<file path="src/rtl/rc4_decrypt.sv">
// RC4 PRGA stage: walks the KSA-shuffled S memory, XORs keystream with the ROM and writes plaintext.
// Latency: 11 cycles per byte, complete pulses in cycle 11*MSG_LEN+1 after the start edge.
// Backpressure: none; start is sampled only in IDLE and ignored for the rest of a run.
module rc4_decrypt #(
  parameter int MSG_LEN = 32
) (
  input  logic       clk,
  input  logic       reset,
  input  logic       start,
  output logic       complete,
  output logic       bad_char,
  output logic [7:0] s_address,
  output logic [7:0] s_data,
  output logic       s_wren,
  input  logic [7:0] s_q,
  output logic [4:0] rom_address,
  input  logic [7:0] rom_q,
  output logic [4:0] out_address,
  output logic [7:0] out_data,
  output logic       out_wren
);

  localparam logic [4:0] LAST_K = 5'(MSG_LEN - 1);

  typedef enum logic [3:0] {
    ST_IDLE,
    ST_INC_I,
    ST_ADDR_I,
    ST_READ_I,
    ST_CALC_J,
    ST_ADDR_J,
    ST_READ_J,
    ST_SWAP_I,
    ST_SWAP_J,
    ST_ADDR_F,
    ST_READ_F,
    ST_WRITE_OUT,
    ST_FINISH
  } state_t;

  state_t     r_state;
  state_t     w_next;
  logic [7:0] r_i;
  logic [7:0] r_j;
  logic [4:0] r_k;
  logic [7:0] r_si;
  logic [7:0] r_sj;
  logic [7:0] r_f;
  logic [7:0] r_enc;
  logic       r_bad;

  logic [7:0] w_plain;
  logic [7:0] w_fidx;
  logic       w_legal;

  assign w_plain = r_f ^ r_enc;
  // Since the swap only exchanges S[i] and S[j], si+sj still points at the keystream byte.
  assign w_fidx  = r_si + r_sj;
  // Accepted message alphabet: lowercase letters and space.
  assign w_legal = ((w_plain >= 8'h61) && (w_plain <= 8'h7A)) || (w_plain == 8'h20);

  assign rom_address = r_k;
  assign out_address = r_k;
  assign bad_char    = r_bad;

  // State register.
  always_ff @(posedge clk) begin
    if (reset) r_state <= ST_IDLE;
    else       r_state <= w_next;
  end

  // Next-state sequencing and memory-port decode.
  always_comb begin
    w_next    = r_state;
    s_address = 8'h00;
    s_data    = 8'h00;
    s_wren    = 1'b0;
    out_data  = 8'h00;
    out_wren  = 1'b0;
    complete  = 1'b0;
    case (r_state)
      ST_IDLE:   if (start) w_next = ST_INC_I;
      ST_INC_I:  w_next = ST_ADDR_I;
      ST_ADDR_I: begin
        s_address = r_i;
        w_next    = ST_READ_I;
      end
      ST_READ_I: begin
        s_address = r_i;
        w_next    = ST_CALC_J;
      end
      ST_CALC_J: w_next = ST_ADDR_J;
      ST_ADDR_J: begin
        s_address = r_j;
        w_next    = ST_READ_J;
      end
      ST_READ_J: begin
        s_address = r_j;
        w_next    = ST_SWAP_I;
      end
      ST_SWAP_I: begin
        s_address = r_i;
        s_data    = r_sj;
        s_wren    = 1'b1;
        w_next    = ST_SWAP_J;
      end
      ST_SWAP_J: begin
        s_address = r_j;
        s_data    = r_si;
        s_wren    = 1'b1;
        w_next    = ST_ADDR_F;
      end
      ST_ADDR_F: begin
        s_address = w_fidx;
        w_next    = ST_READ_F;
      end
      ST_READ_F: begin
        s_address = w_fidx;
        w_next    = ST_WRITE_OUT;
      end
      ST_WRITE_OUT: begin
        out_data = w_plain;
        out_wren = 1'b1;
        w_next   = (r_k == LAST_K) ? ST_FINISH : ST_INC_I;
      end
      ST_FINISH: begin
        complete = 1'b1;
        w_next   = ST_IDLE;
      end
      default: w_next = ST_IDLE;
    endcase
  end

  // Datapath registers: indices, captured S/ROM bytes and the sticky bad-character flag.
  always_ff @(posedge clk) begin
    if (reset) begin
      r_i   <= 8'h00;
      r_j   <= 8'h00;
      r_k   <= 5'd0;
      r_si  <= 8'h00;
      r_sj  <= 8'h00;
      r_f   <= 8'h00;
      r_enc <= 8'h00;
      r_bad <= 1'b0;
    end else begin
      case (r_state)
        ST_IDLE:   if (start) r_bad <= 1'b0;
        ST_INC_I:  r_i <= r_i + 8'd1;
        ST_READ_I: r_si <= s_q;
        ST_CALC_J: r_j <= r_j + r_si;
        ST_READ_J: r_sj <= s_q;
        ST_READ_F: begin
          r_f   <= s_q;
          r_enc <= rom_q;
        end
        ST_WRITE_OUT: begin
          if (!w_legal) r_bad <= 1'b1;
          if (r_k != LAST_K) r_k <= r_k + 5'd1;
        end
        ST_FINISH: begin
          r_i <= 8'h00;
          r_j <= 8'h00;
          r_k <= 5'd0;
        end
        default: ;
      endcase
    end
  end

endmodule

</file>
<file path="config.mk">
export PLATFORM = sky130hd
export DESIGN_NAME = rc4_decrypt
export DESIGN_NICKNAME = d
export VERILOG_FILES = /design/src/rtl/rc4_decrypt.sv
export SDC_FILE = /design/constraint.sdc
export NUM_CORES = 1
export LEC_CHECK = 0
export ABC_AREA = 1
export ABC_CLOCK_PERIOD_IN_PS = 2000
export CORE_UTILIZATION = 48
export DETAILED_ROUTE_END_ITERATION = 16
export GPL_TIMING_DRIVEN = 0
export PLACE_DENSITY = 0.76
export SLEW_MARGIN = 10
export SYNTH_ARGS = -nofsm -noshare
export SYNTH_HDL_FRONTEND = slang
export SYNTH_SLANG_ARGS = --single-unit
</file>
<file path="constraint.sdc">
create_clock -name clk -period 2 [get_ports clk]
set_input_delay 0.4 -clock clk [delete_from_list [all_inputs] [get_ports clk]]
set_output_delay 0.4 -clock clk [all_outputs]
set_load 0.1 [all_outputs]
</file>
# [Word level (Yosys, flattened, before mapping)]
# Index checks and enable logic that the tools add are counted.
[word_totals] word_cells=63 mem_count=0 ram_bits=0 latchBits=0 mem_bits_ro=0 in_bits=19 ff_bits=58
[op_classes] reduce_logical=13 n_eq_ne=18 bitwise=1 order_cmp=2 shift=0 muxes=16 mul=0 add_sub_neg=4 div=0
[ops] cell="one-hot mux 4 bit (12 select lines)" n=1
[ops] cell="one-hot mux 8 bit (2 select lines)" n=3
[ops] cell="one-hot mux 8 bit (3 select lines)" n=1
[ops] cell="== test 4 bit, second input constant" n=5
[ops] cell="adder 8 bit" n=2
[ops] cell="== test 4 x 3 -> 1 bit, second input constant" n=4
[ops] cell="one-hot mux 5 bit (2 select lines)" n=1
[ops] cell="adder 8 x 1 -> 8 bit, second input constant" n=1
[ops] cell="== test 4 x 2 -> 1 bit, second input constant" n=2
[ops] cell="== test 8 x 6 -> 1 bit, second input constant" n=1
[ops] cell="greater-or-equal comparator 8 x 7 -> 1 bit, second input constant" n=1
[ops] cell="<= comparator 8 x 7 -> 1 bit, second input constant" n=1
[ops] cell="two-way mux 4 bit" n=2
[ops] cell="two-way mux 8 bit" n=1
[ops] cell="nonzero test 2 bit" n=4
[ops] cell="bitwise XOR 8 bit" n=1
[ops] cell="inequality test 2 bit, second input constant" n=3
[ops] cell="OR reduction 3 bit" n=2
[ops] cell="adder 5 x 1 -> 5 bit, second input constant" n=1
[ops] cell="== test 5 bit, second input constant" n=1
[ops] cell="two-way mux 1 bit" n=5
[ops] cell="two-way mux 5 bit" n=1
[ops] cell="inequality test 5 bit, second input constant" n=1
[ops] cell="== test 4 x 1 -> 1 bit, second input constant" n=1
[ops] cell="7 further kinds" n=8

# [Depth between registers and ports, before layout]
# Gate-level depths: netlist of run 1.
[depth] ltp_word=6 depth_mapped=13

# [Worst setup path after synthesis of run 1]
# OpenSTA, ideal clock, no wires.
[synth_timing] path_type="reg2out" startpoint="register r_si[0]" endpoint="output s_address[4]" path_stages_with_launch=9 arrival_ps=2773 n_path_buf=0 required_ps=1600 setup_slack_ps=-1173 path_cell_list="dfxtp_1 -> ha_1 -> inv_1 -> fa_1 -> inv_1 -> a21oi_1 -> o21ai_0 -> nor2_1 -> o221ai_1"
[synth_between] elab_chain_len=2
[synth_lines] element="from (decl)" line="46" rtl="logic [7:0] r_si;"
[synth_lines] element="from (signal assigned)" line="149" rtl="ST_READ_I: r_si <= s_q;"
[synth_lines] element="adder 8 bit" line="58" rtl="assign w_fidx = r_si + r_sj;"
[synth_lines] element="one-hot mux 8 bit (3 select lines)" line="81" rtl="case (r_state)"
[synth_lines] element="to (decl)" line="12" rtl="output logic [7:0] s_address,"
# No other way between the ends.

# [Worst setup path in the final report of run 1]
[layout_timing] startpoint="register r_sj[0]" endpoint="output s_address[6]"
[layout_between] elab_chain_len=2
[layout_lines] element="from (decl)" line="47" rtl="logic [7:0] r_sj;"
[layout_lines] element="from (signal assigned)" line="151" rtl="ST_READ_J: r_sj <= s_q;"
[layout_lines] element="adder 8 bit" line="58"
[layout_lines] element="one-hot mux 8 bit (3 select lines)" line="81"
# No other way between the ends.

==> flow_metrics.env, run 1 <==
export IMPL_netSwitchingPower_mw=0.698
export IMPL_timing_max_cap_violations=0
export IMPL_drc=0
export IMPL_fin_ws_ns=-0.609
export IMPL_async_flop_share_pct=0
export IMPL_worst_ep_required_time_ns=1.60
export IMPL_start_util_pct=49.7
export IMPL_num_rows=30
export IMPL_synth_edf_count=0
export IMPL_fp_dieW_um=85.6
export IMPL_clkTransAtPathRegs_ns=0.06
export IMPL_path_class="reg -> out"
export IMPL_leakage_nw=2.21
export IMPL_violations="setup timing"
export IMPL_ys_warn_count=0
export IMPL_power_density_mw_per_mm2=537
export IMPL_syn_nets=518
export IMPL_cts_sinks=58
export IMPL_core_area_mm2=0.00676
export IMPL_period_share_pct=130
export IMPL_grtUsageTotal_pct=26.9
export IMPL_ios=57
export IMPL_fmax_mhz=383
export IMPL_antenna_cells=0
export IMPL_cts_made_buffers=9
export IMPL_ys_top_cells_by_count="nand2_1, nor2_1, dfxtp_1, inv_1, a21oi_1"
export IMPL_antenna_found_initial=0
export IMPL_multi_input_area_mm2=0.00227
export IMPL_min_path_type="reg -> reg"
export IMPL_seq_area_frac_synth_pct=34.6
export IMPL_total_power_mw=2.78
export IMPL_dp_cells=616
export IMPL_ant_nets=0
export IMPL_die_area_mm2=0.00733
export IMPL_seqPwrFrac_pct=43.0
export IMPL_syn_area_mm2=0.00336
export IMPL_io_buffers=56
export IMPL_drtIter0Drc=288
export IMPL_cp_end_kind="output pin"
export IMPL_first_global_vias=3329
export IMPL_fin_skew_ns=0.00968
export IMPL_via_count=3615
export IMPL_postCtsHoldBufs=0
export IMPL_tightest_slew_ns=0.955
export IMPL_ff_latch_area_mm2=0.00120
export IMPL_fp_dieH_um=85.6
export IMPL_avgViaCountPerCell=5.48
export IMPL_synth_distinct_cells=39
export IMPL_crit_path_start_kind="register"
export IMPL_cts_root_buf="clkbuf_8"
export IMPL_hold_ws_ns=0.453
export IMPL_first_pass_iters=5
export IMPL_internal_power_mw=2.08
export IMPL_setup_viol=23
export IMPL_synthCells=480
export IMPL_area_growth_pct=54.4
export IMPL_finalNetCount=613
export IMPL_relSlewSlack_pct=36.6
export IMPL_fillers=436
export IMPL_drv_slew=0
export IMPL_drive_gt1_share_pct=34.3
export IMPL_hold_violations=0
export IMPL_switching_share_pct=25.1
export IMPL_outcome="complete, but fails checks"
export IMPL_hpwlAfterDp_mm=6.60
export IMPL_grt_overflow=0
export IMPL_yosys_area_top_type_share_pct=34.6
export IMPL_p_clk_share_pct=46.3
export IMPL_combPwrFrac_pct=10.7
export IMPL_cts_tree="done"
export IMPL_ir_drop_mv=0.421
export IMPL_ys_seq_elements=58
export IMPL_gp_congestion=0.936
export IMPL_grt_pass1_wl_mm=15.2
export IMPL_synthFlopType="dfxtp_1"
export IMPL_htreeDepth=3
export IMPL_routed_wl_mm=10.3
export IMPL_fin_util_pct=76.7
export IMPL_grt_max_degree=12
export IMPL_synth_most_common_cell="nand2_1"
export IMPL_final_cells=660
export IMPL_rsz0062_at_grt="true"
export IMPL_min_period_ns=2.61
export IMPL_clk_path_buf_depth=2
export IMPL_worstSkewPairLatency_ns=0.35
export IMPL_drt_wirelength_per_cell_um=15.6
export IMPL_path_max_fanout=3
export IMPL_syn_avg_cell_area_um2=6.99
export IMPL_arrival_ns=2.21
export IMPL_synthTopCellsByArea="dfxtp_1, nand2_1, nor2_1, a21oi_1, ha_1"
export IMPL_synth_largest_area_cell="dfxtp_1"
## power by group through the flow
stage                     Clock [mW]  Combinational [mW]  Sequential (mW)
after floorplan                    0               0.135             1.24
after global placement             0               0.233             1.22
after detailed placement           0               0.238             1.22
after CTS                       1.29               0.262             1.19
after global routing            1.34               0.317             1.20
final                           1.29               0.296             1.19
## flip-flops by register name (all words and copies together) (netlist names)
register	count
r_i	8
r_state	4
r_j	8
r_f	8
r_enc	8
r_sj	8
bad_char	1
r_si	8
out_address	5
## layer usage
layer	GRT usage (%)	vias to the layer above	routed length (um)
met3	6.93	41	578
li1	-	1763	-
met2	45.0	136	5130
met5	0	-	0
met4	13.9	0	392
met1	32.0	1675	4220
## cell usage in the layout (no fill, tap or decap), drive strengths merged
| master | n |
|---|---|
| a22oi | 2 |
| a311oi | 1 |
| a31oi | 2 |
| nand3 | 14 |
| a21o | 1 |
| clkinvlp | 1 |
| xnor2 | 3 |
| nand3b | 2 |
| nor3 | 6 |
| clkdlybuf4s15 | 4 |
| inv | 66 |
| ha | 17 |
| o22ai | 2 |
| fa | 2 |
| clkbuf | 18 |
| nand4 | 3 |
| a21oi | 43 |
| nor2 | 87 |
| bufinv | 2 |
| nand2 | 86 |
| a211oi | 1 |
| o221ai | 3 |
| dlygate4sd2 | 4 |
| dfxtp | 58 |
| xor2 | 5 |
| o21bai | 1 |
| clkdlybuf4s50 | 18 |
| a22o | 7 |
| or2 | 4 |
| o21ai | 49 |
| buf | 64 |
| o211ai | 2 |
| clkinv | 2 |
## worst max-delay path, stage by stage (launching register included)
cell	delay [ns]
dfxtp_4	0.37
ha_4	0.14
inv_2	0.04
fa_2	0.32
inv_2	0.07
a21oi_2	0.06
o21ai_2	0.14
nand2_1	0.10
nand2_1	0.07
nand2_1	0.07
nand2_2	0.09
a21oi_2	0.06
o21ai_2	0.08
nand2_4	0.07
buf_12	0.17
## cell families (layout without fill, tap and decap cells)
family	after synthesis	in the layout	share of synthesized area, %
AOI/OAI and AO/OA	114	114	19.1
xor gates and xnor gates	8	8	2.09
adders and majority gates	19	19	7.53
buffers and inverters	79	179	9.51
DFF	58	58	34.6
and+or+nand+nor	202	202	27.2
## through the flow
stage                     setup slack [ns]  cell area (um^2)  TNS [ns]
after floorplan                     -0.855              3530     -4.29
after global placement               -1.16              4190    -17.43
after detailed placement             -1.16              4190    -18.00
after CTS                           -0.604              4830     -2.95
final                               -0.609              5180     -4.61
after global routing                -0.727              5180     -6.11
## path summary, 6_finish.rpt
kind	endpoint	depth (start not counted)	from	slack (ns)
min	r_i[3]	1	r_i[3]	0.45
max	s_address[6]	14	r_sj[0]	-0.61
max reg2reg	r_j[6]	13	r_si[0]	0.11
min reg2reg	r_i[3]	1	r_i[3]	0.45
## cell type report
| class | count | area share (%) |
|---|---|---|
| inverter | 67 | 5.43 |
| tap | 80 | 1.93 |
| sequential | 58 | 23.1 |
| timing repair buffer | 85 | 20.0 |
| clock buffer | 12 | 3.19 |
| buffer | 11 | 1.21 |
| clock inverter | 4 | 1.40 |
| multi-input combinational | 343 | 43.7 |
## repair_timing
item / 4_1_cts / 5_1_grt
pin swaps: 24 / 22
resized for setup: 268 / 67
endpoints found under the setup margin: 38 / 31
hold endpoints to repair: 0 / 0
cloned: 0 / 0
buffers inserted: 16 / 16
(Power assumes the default switching activity.)
==> run 2, diff against run 1 <==
- ABC_CLOCK_PERIOD_IN_PS: 2000 -> 3150
- CORE_UTILIZATION: 48 -> 50
- clock period: 2 -> 3.15 ns (I/O delays scaled with it)
==> flow_metrics.env, run 2 (same netlist as run 1, synthesis figures left out) <==
export IMPL_drv_slew=0
export IMPL_ant_nets=0
export IMPL_grt_overflow=0
export IMPL_cts_tree="done"
export IMPL_worstSkewPairLatency_ns=0.34
export IMPL_violations="DRC"
export IMPL_cts_sinks=58
export IMPL_setup_tns_ns=0
export IMPL_drive_gt1_share_pct=13.2
export IMPL_combPwrFrac_pct=8.4
export IMPL_wl_met3_um=381
export IMPL_area_growth_pct=27.0
export IMPL_tightest_slew_ns=0.996
export IMPL_internal_power_mw=1.33
export IMPL_drc=10
export IMPL_critPathMaxStageDelay_ns=0.89
export IMPL_core_area_mm2=0.00642
export IMPL_via_count=3325
export IMPL_final_cell_mix="nand2_1, nor2_1, dfxtp_1"
export IMPL_p_clk_share_pct=48.8
export IMPL_postCtsHoldBufs=0
export IMPL_period_share_pct=95.7
export IMPL_antenna_cells=0
export IMPL_setup_viol=0
export IMPL_finalNetCount=585
export IMPL_final_common_cell="nand2_1"
export IMPL_hpwlAfterDp_mm=6.36
export IMPL_fp_dieH_um=83.9
export IMPL_crit_path_frequent_cell="inv_1"
export IMPL_io_buffers=56
export IMPL_min_path_type="reg -> reg"
export IMPL_crit_path_start_kind="register"
export IMPL_dr_wl_met2_mm=4.07
export IMPL_cts_setup_buffers=0
export IMPL_fp_dieW_um=83.9
export IMPL_fin_skew_ns=0.00767
export IMPL_ir_drop_mv=0.328
export IMPL_ios=57
export IMPL_path_max_fanout=8
export IMPL_start_util_pct=52.3
export IMPL_outcome="complete, but fails checks"
export IMPL_min_period_ns=3.02
export IMPL_timing_max_cap_violations=0
export IMPL_die_area_mm2=0.00704
export IMPL_drtIter0Drc=186
export IMPL_netSwitchingPower_mw=0.441
export IMPL_seqPwrFrac_pct=42.8
export IMPL_total_power_mw=1.77
export IMPL_fillers=577
export IMPL_cp_end_kind="output pin"
export IMPL_antenna_found_initial=0
export IMPL_clkTransAtPathRegs_ns=0.07
export IMPL_hold_violations=0
export IMPL_drt_met1_wl_mm=3.74
export IMPL_first_pass_iters=10
export IMPL_routed_wl_mm=8.35
export IMPL_gp_congestion=0.866
export IMPL_relSlewSlack_pct=33.5
export IMPL_clk_path_buf_depth=2
export IMPL_first_global_vias=3110
export IMPL_switching_share_pct=24.9
export IMPL_pre_cts_ws_ns=-0.397
export IMPL_worst_ep_required_time_ns=2.52
export IMPL_grt_pass1_wl_mm=14.3
export IMPL_path_class="reg -> out"
export IMPL_drt_wirelength_per_cell_um=13.3
export IMPL_cts_made_buffers=9
export IMPL_rsz0062_at_grt="true"
export IMPL_top_layer_used="met4"
export IMPL_cts_root_buf="clkbuf_8"
export IMPL_fin_ws_ns=0.134
export IMPL_grtUsageTotal_pct=25.4
export IMPL_leakage_nw=1.98
export IMPL_crit_slowest_cell="dlygate4sd2_1"
export IMPL_power_density_mw_per_mm2=416
export IMPL_htreeDepth=3
export IMPL_fin_util_pct=66.3
export IMPL_fmax_mhz=332
export IMPL_num_rows=29
export IMPL_grt_max_degree=13
export IMPL_arrival_ns=2.39
export IMPL_avgViaCountPerCell=5.29
export IMPL_cp_cell_sequence="inv_1 -> nor2_1 -> inv_2 -> nor2_4 -> inv_1 -> o22ai_1 -> dlygate4sd2_1"
[run 2: cell count changes in the layout (fill, tap and decap cells not counted), sizes merged]
cell	before	now
buf	64	12
clkdlybuf4s50	18	31
dlygate4sd2	4	12
clkbuf	18	13
dlymetal6s2s	0	4
inv	66	68
bufinv	2	3
clkdlybuf4s15	4	5
clkinv	2	3
clkinvlp	1	0
[run 2: worst paths after layout]
check,cells past startpoint,from,slack [ns],end
setup / recovery,7,r_state[2],0.13,s_data[1]
hold / removal,2,bad_char,0.45,bad_char
setup reg to reg,12,r_si[0],1.29,r_j[6]
hold reg to reg,2,bad_char,0.45,bad_char
[run 2: cell type report]
type                            instances  area (um^2)  area share (%)
Timing Repair Buffer                   56          547            12.8
Clock buffer                            9          124            2.91
Buffer                                 12         67.6            1.59
Tap cell                               77         96.3            2.26
Multi-Input combinational cell        343         1890            44.3
Sequential cell                        58         1160            27.3
Inverter                               67          251            5.90
Clock inverter                          7          125            2.94
[run 2: worst max-delay path: cells and delay by family, from the launching register on]
| family | cells | cell delay [ns] |
|---|---|---|
| AO/OA/AOI/OAI | 1 | 0.23 |
| buffers and inverters | 4 | 1.14 |
| flip-flops | 1 | 0.38 |
| AND/OR/NAND/NOR | 2 | 0.29 |
[run 2: power groups by stage]
stage | sequential, mW | combinational, mW | clock (mW)
finish | 0.758 | 0.149 | 0.864
global route | 0.759 | 0.163 | 0.915
CTS | 0.758 | 0.148 | 0.876
detailed placement | 0.775 | 0.147 | 0
global placement | 0.774 | 0.144 | 0
floorplan | 0.784 | 0.0835 | 0
[run 2: layer usage]
| metal | global-route usage (%) | up-vias |
|---|---|---|
| li1 | - | 1703 |
| met5 | 0 | - |
| met2 | 43.3 | 88 |
| met1 | 32.0 | 1517 |
| met4 | 9.40 | 0 |
| met3 | 4.65 | 17 |
[run 2: timing repair]
item / 4_1_cts / 5_1_grt
gates resized for setup: 41 / 13
gates cloned: 0 / 0
endpoints found under the setup margin: 21 / 9
[run 2: through the flow]
stage | hold slack [ns] | instances | instance area (um^2)
2_1_floorplan | 0.422 | 480 | 3370
3_3_place_gp | 0.436 | 613 | 4020
3_5_place_dp | 0.442 | 613 | 4020
4_1_cts | 0.453 | 629 | 4250
5_1_grt | 0.464 | 629 | 4260
6_report | 0.449 | 629 | 4260
